`src/rtl/tv_seq_pkg.sv`:
```
// Shared types and constants for the test-vector sequencer.
//   tv_seq_state_e             : sequencer FSM states
//   tv_word_s                  : one vector ROM word {stim, exp}, stim in the MSBs
//   TV_SEQ_CYCLES_PER_VEC_BASE : fixed per-vector cost excluding DUT latency
package tv_seq_pkg;

   localparam int unsigned TV_IN_W                    = 8;
   localparam int unsigned TV_OUT_W                   = 8;
   localparam int unsigned TV_SEQ_CYCLES_PER_VEC_BASE = 3;

   typedef enum logic [2:0] {
      StIdle,
      StFetch,
      StApply,
      StWait,
      StCheck,
      StDone
   } tv_seq_state_e;

   typedef struct packed {
      logic [TV_IN_W-1:0]  stim;
      logic [TV_OUT_W-1:0] exp;
   } tv_word_s;

endpackage

```
`src/rtl/tv_seq_wait_cnt.sv`:
```
// Loadable down-counter that times the DUT latency wait.
// Ports:
//   clk      : clock, rising edge
//   reset    : synchronous active-high reset
//   load     : load load_val (takes priority over counting)
//   load_val : number of extra wait cycles minus one
//   en       : counter is in its wait window
//   expired  : high for the single cycle in which the wait ends
module tv_seq_wait_cnt #(
   parameter int unsigned WIDTH = 1
) (
   input  logic             clk,
   input  logic             reset,
   input  logic             load,
   input  logic [WIDTH-1:0] load_val,
   input  logic             en,
   output logic             expired
);

   logic [WIDTH-1:0] count;

   always_ff @(posedge clk) begin
      if (reset) begin
         count <= '0;
      end else if (load) begin
         count <= load_val;
      end else if (en && (count != '0)) begin
         count <= count - 1'b1;
      end
   end

   // Loading N-1 makes the wait last exactly N cycles of en.
   assign expired = en && (count == '0);

endmodule

```
`src/rtl/tv_sequencer.sv`:
```
// Test-vector sequencer: fetches {stim, exp} words from a vector ROM, drives the
// stimulus to a DUT, waits DUT_LAT cycles, compares the DUT output against the
// expected value and counts mismatches.
// Ports:
//   i_clk, i_reset   : clock and synchronous active-high reset
//   i_start          : start request, ignored while o_busy
//   i_num_vectors    : vectors to run, clamped to DEPTH, latched at start
//   o_mem_en/addr    : ROM read request (one cycle per vector)
//   i_mem_data       : ROM word, valid the cycle after o_mem_en
//   o_dut_in         : registered stimulus
//   i_dut_out        : DUT response
//   o_busy, o_done   : run in progress / run finished (level)
//   o_pass           : done with zero mismatches
//   o_err_count      : saturating mismatch count
//   o_fail_index     : index of the first mismatching vector
// Build option: define TV_SEQ_STOP_ON_ERR_EN to end the run at the first mismatch.
module tv_sequencer
   import tv_seq_pkg::*;
#(
   parameter int unsigned IN_W    = 8,
   parameter int unsigned OUT_W   = 8,
   parameter int unsigned DEPTH   = 128,
   parameter int unsigned ADDR_W  = $clog2(DEPTH),
   parameter int unsigned DUT_LAT = 1,
   parameter int unsigned ERR_W   = 16
) (
   input  logic                    i_clk,
   input  logic                    i_reset,
   input  logic                    i_start,
   input  logic [ADDR_W:0]         i_num_vectors,
   output logic                    o_mem_en,
   output logic [ADDR_W-1:0]       o_mem_addr,
   input  logic [IN_W+OUT_W-1:0]   i_mem_data,
   output logic [IN_W-1:0]         o_dut_in,
   input  logic [OUT_W-1:0]        i_dut_out,
   output logic                    o_busy,
   output logic                    o_done,
   output logic                    o_pass,
   output logic [ERR_W-1:0]        o_err_count,
   output logic [ADDR_W-1:0]       o_fail_index
);

`ifdef TV_SEQ_STOP_ON_ERR_EN
   localparam bit STOP_ON_ERR = 1'b1;
`else
   localparam bit STOP_ON_ERR = 1'b0;
`endif

   localparam logic [ADDR_W:0] DEPTH_N = (ADDR_W + 1)'(DEPTH);

   tv_seq_state_e    state;
   logic [ADDR_W-1:0] index;
   logic [ADDR_W:0]   n_q;
   logic [OUT_W-1:0]  exp_q;

   logic [ADDR_W:0]   n_start;
   logic [IN_W-1:0]   stim_field;
   logic [OUT_W-1:0]  exp_field;
   logic              mismatch;
   logic              last_vec;
   logic              finish_run;
   logic [ERR_W-1:0]  err_next;
   logic              wait_done;

   always_comb begin
      n_start    = (i_num_vectors > DEPTH_N) ? DEPTH_N : i_num_vectors;
      stim_field = i_mem_data[IN_W+OUT_W-1 -: IN_W];
      exp_field  = i_mem_data[OUT_W-1:0];
      mismatch   = (i_dut_out != exp_q);
      last_vec   = ({1'b0, index} == (n_q - 1'b1));
      finish_run = last_vec || (STOP_ON_ERR && mismatch);
      // Saturate instead of wrapping so a full counter can never read as a pass.
      err_next   = (&o_err_count) ? o_err_count : o_err_count + 1'b1;
   end

   // Wait timer only exists for a registered DUT; a combinational DUT goes
   // straight from APPLY to CHECK and never looks at wait_done.
   if (DUT_LAT > 0) begin : g_wait
      localparam int unsigned WAIT_W = (DUT_LAT > 1) ? $clog2(DUT_LAT) : 1;

      tv_seq_wait_cnt #(
         .WIDTH (WAIT_W)
      ) u_wait_cnt (
         .clk      (i_clk),
         .reset    (i_reset),
         .load     (state == StApply),
         .load_val (WAIT_W'(DUT_LAT - 1)),
         .en       (state == StWait),
         .expired  (wait_done)
      );
   end else begin : g_no_wait
      assign wait_done = 1'b1;
   end

   always_ff @(posedge i_clk) begin
      if (i_reset) begin
         state        <= StIdle;
         index        <= '0;
         n_q          <= '0;
         exp_q        <= '0;
         o_mem_en     <= 1'b0;
         o_mem_addr   <= '0;
         o_dut_in     <= '0;
         o_busy       <= 1'b0;
         o_done       <= 1'b0;
         o_pass       <= 1'b0;
         o_err_count  <= '0;
         o_fail_index <= '0;
      end else begin
         case (state)
            StIdle, StDone: begin
               if (i_start) begin
                  n_q          <= n_start;
                  index        <= '0;
                  o_err_count  <= '0;
                  o_fail_index <= '0;
                  if (n_start == '0) begin
                     // Empty run: finish immediately as a trivial pass.
                     state  <= StDone;
                     o_busy <= 1'b0;
                     o_done <= 1'b1;
                     o_pass <= 1'b1;
                  end else begin
                     state      <= StFetch;
                     o_busy     <= 1'b1;
                     o_done     <= 1'b0;
                     o_pass     <= 1'b0;
                     o_mem_en   <= 1'b1;
                     o_mem_addr <= '0;
                  end
               end
            end

            StFetch: begin
               o_mem_en <= 1'b0;
               state    <= StApply;
            end

            StApply: begin
               o_dut_in <= stim_field;
               exp_q    <= exp_field;
               state    <= (DUT_LAT > 0) ? StWait : StCheck;
            end

            StWait: begin
               if (wait_done) begin
                  state <= StCheck;
               end
            end

            StCheck: begin
               if (mismatch) begin
                  o_err_count <= err_next;
                  if (o_err_count == '0) begin
                     o_fail_index <= index;
                  end
               end
               if (finish_run) begin
                  state  <= StDone;
                  o_busy <= 1'b0;
                  o_done <= 1'b1;
                  o_pass <= !mismatch && (o_err_count == '0);
               end else begin
                  index      <= index + 1'b1;
                  o_mem_addr <= index + 1'b1;
                  o_mem_en   <= 1'b1;
                  state      <= StFetch;
               end
            end

            default: begin
               state <= StIdle;
            end
         endcase
      end
   end

endmodule

```
`config.mk`:
```
export PLATFORM = sky130hd
export DESIGN_NAME = tv_sequencer
export DESIGN_NICKNAME = d
export VERILOG_FILES = /design/src/rtl/tv_seq_pkg.sv /design/src/rtl/tv_seq_wait_cnt.sv /design/src/rtl/tv_sequencer.sv
export SDC_FILE = /design/constraint.sdc
export NUM_CORES = 1
export LEC_CHECK = 0
export ABC_AREA = 0
export CORE_MARGIN = 2
export CORE_UTILIZATION = 46
export DETAILED_ROUTE_END_ITERATION = 8
export GPL_ROUTABILITY_DRIVEN = 0
export PLACE_DENSITY = 0.87
export SLEW_MARGIN = 20
export SYNTH_ARGS = -nofsm -noshare
export SYNTH_HDL_FRONTEND = slang
export SYNTH_SLANG_ARGS = --single-unit
```
`constraint.sdc`:
```
create_clock -name i_clk -period 2.5 [get_ports i_clk]
set_clock_uncertainty 0.15 [all_clocks]
set_input_delay 0.5 -clock i_clk [delete_from_list [all_inputs] [get_ports i_clk]]
set_output_delay 0.5 -clock i_clk [all_outputs]
set_load 0.01 [all_outputs]
```
==> impl_results.md <==
* Clock buffer depth at 2
* Critical path fanouts, max at 19
* Global-route wire length before repair at 14.31 mm
* Cells on worst reg2reg path at 7
* Rows at 31
* Final period util at 96.45%
* Via density at 5.484
* Met3 Wirelength at 537 um
* MaxCap Viol Count at 0
* Crit path to: index[2]
* Final core utilization at roughly 64%
* Slew headroom at 61.20%
* Slew @ Worst Pin at 582.1 ps
* Largest cells by area after synthesis: dfxtp_1 (40%), nand2_1 (6.8%), xor2_1 (6.5%), a21oi_1 (5.6%), nand4_1 (4.3%)
* FF/Latch Area at 1383 um2
* Drt wl/cell at 14.02 um
* DP Cell Count at between 500 and 600
* Clock root buffer: clkbuf_8
* DRT met1 WL at around 3.6 mm
* TritonCTS clock tree: done
* DRT iter0 DRCs at 210
* Filler cells at 623
* RR Startpoint: n_q[3]
* Async S/R FF share, synth at 0%
* Cells after Synth at between 400 and 500
* Critical Path RT at 2560 ps
* Post-Synth XOR/XNOR Area at under 10%
* Max Slew Vio Count at 0
* Startpoint types: register
* Cells along the critical path: or4_4 -> nor3b_2 -> o21ai_1 -> a2111o_1 -> buf_4 -> a31oi_1 -> a311oi_2
* Proportion of synthesized area in mux cells at 0.2863%
* Unrepaired setup endpoints after global routing: no
* Hold/Removal Path Class: register to register
* Flop2flop setup slack at 90 ps
* Die Wd at 91.18 um
* Min Tclk post-route at 2411 ps
* Critical path origin: n_q[3]
* Adder-cell share of the synthesized area at 1.432%
* Critical path class: register to register
* # nets final at 547
* Post-synthesis compound-gate area fraction at 14.60%
* Synth-to-layout area growth at 33.54%
* FF-to-FF End: index[2]
* Core ar. at 7292 um2
* Clk sink count at just under 70
* Number of global-route vias before repair at 3250
* Crit path capture type: register
* Initial antenna violation count at 0
* CP max-delay cell: or4_4
* Net Sw Frac at 27.27%
* Fraction of layout cells with a size suffix above 1 at 10.53%
* Synth Register Bits at 69
* Inserted Clock Buffers at 9
* H-tree depth at 3
* Sequential power share at about two fifths
* Final HPWL DP at 6.223 mm
* Worst path max stage delay at 550 ps
* Total leakage power at 1.667 nW
* Synth top area share at 39.51%
* Outcome: complete, no violations
* Final Power at a little under 0.003 W
* Clk_lat worst skew at 350 ps
* Clock-pin slew on the worst setup and hold paths at 70 ps
* Synthesized Nets at 473
* Largest net degree at the start of global routing at 38
* Seq/Total Area, Yosys at around two fifths
* Main combinational cell family by area after synthesis: simple AND/OR/NAND/NOR gates
* Final Non-Filler Cells at 612
* Most common cell after layout, fill and taps aside: clkdlybuf4s50_1
* DR top layer: met4
* EDFF count, synth at 0
* Mapped Avg Cell Area at between 8 and 9 um2
* Clk pwr share at 38.5%
* Via count at 3356
* Comb power frac at 20.1%
* Arr. time, crit path at 2470 ps
* Ports at 77
* GR Util All Layers at about 21%
* Post-DRT Antenna Nets at 0
* Detailed Routing Iterations Pass 1 at 5
* Most frequent cells in the layout: clkdlybuf4s50_1 (75), dfxtp_1 (68), nand2_1 (63)
* Die ar. at slightly above 8000 um2
* Multi-input logic area at 1962 um2
* Drt drc at 0
* Mapped cell area at 3496 um2
* Post-synth cell types at 48
* Power Density at 618.9 nW/um2
* Synth area leader: dfxtp_1
* Worst vdd ir at about 0.49 mV
* # setup viols final at 0
* Routed WL at around 8.6 mm
* Die Span Y at around 91 um
* Met2 wire len at 4.299 mm
* Final hold vios at 0
* Int Power at 0.002102 W
* Antenna cells at 0
* Port Buffers at 76
* Maximum clock frequency at 414.7 MHz
* Ys Warns at 0
* Initial Util at 47.94%
* Global route total overflow at 0
* Top FF cell, synth: dfxtp_1
* Sw Pwr at ~0.0008 W
* Post-CTS Setup Inserts at 0
* Simple-Gate Fraction of Synth Area at between 20% and 30%
layer usage:
metal / vias up / GRT usage, %
li1: 1675 / -
met1: 1567 / 24.61
met2: 102 / 36.11
met3: 12 / 4.398
met4: 0 / 9.091
met5: - / 0
flip-flops by register name, summed over array words and instances, names as in the netlist:
| signal | count |
|---|---|
| exp_q | 8 |
| g_wait.u_wait_cnt.count | 1 |
| index | 7 |
| n_q | 8 |
| o_busy | 1 |
| o_done | 1 |
| o_dut_in | 8 |
| o_err_count | 16 |
| o_fail_index | 7 |
| o_mem_addr | 7 |
| o_mem_en | 1 |
| o_pass | 1 |
| state | 3 |
cells in the mapped netlist (9+ instances only):
master,count
nand2_1,63
nand2b_1,13
o21ai_1,11
clkbuf_1,25
a21oi_1,39
xor2_1,26
nand3b_1,9
xnor2_1,11
nand4_1,24
nand3_1,12
dfxtp_1,69
nor3_1,9
nor2_1,32
cell families (layout without fill, tap and decap cells):
group,Yosys count,count (layout)
simple gates,201,201
compound gates,81,81
flops,69,69
buf+inv,41,120
xor+xnor,37,37
fa+ha+maj,4,4
mux,1,1
what timing repair did:
item	in CTS	in global routing
endpoints found under the setup margin	0	29
hold buffers	0	0
resized for setup	0	5
layout make-up:
class                           instances  area share [%]
Clock inverter                          6           2.359
Sequential cell                        69           29.62
Tap cell                               99           2.653
Clock buffer                           10           2.948
Multi-Input combinational cell        324           42.03
Inverter                                7          0.5629
Timing Repair Buffer                   97           19.83
worst min-delay path by stage:
stage | start | cells after the start | end | slack (ps)
floorplan | exp_q[0] | 2 | exp_q[0] | 300
global placement | o_fail_index[5] | 2 | o_fail_index[5] | 290
detailed placement | o_dut_in[5] | 2 | o_dut_in[5] | 300
CTS | o_dut_in[5] | 2 | o_dut_in[5] | 310
global route | o_dut_in[1] | 2 | o_dut_in[1] | 330
finish | o_dut_in[5] | 2 | o_dut_in[5] | 300
per-stage QoR:
step	worst slack, ps	cell area, um2	setup TNS, ps	hold slack (ps)
after floorplan	38.96	3497	0	298.1
after detailed placement	-63.84	4404	-266.6	298.4
after CTS	29.18	4652	0	307.3
after global routing	0.1907	4668	0	327.8
after global placement	32.44	4404	0	287.6
final	88.77	4668	0	304.1
critical path: cells and delay by family (launching register included):
kind	cells	cell delay (ps)
compound gates	4	790
buf+inv	1	210
simple gates	2	750
flops	1	380
power by group through the flow:
stage / clock [W] / combinational (W) / sequential, W
3_3_place_gp: 0 / 0.000550 / 0.00122
5_1_grt: 0.00117 / 0.000635 / 0.00120
6_report: 0.00111 / 0.000580 / 0.00120
2_1_floorplan: 0 / 0.000342 / 0.00122
4_1_cts: 0.00113 / 0.000574 / 0.00119
3_5_place_dp: 0 / 0.000571 / 0.00122
(Power assumes the default switching activity.)
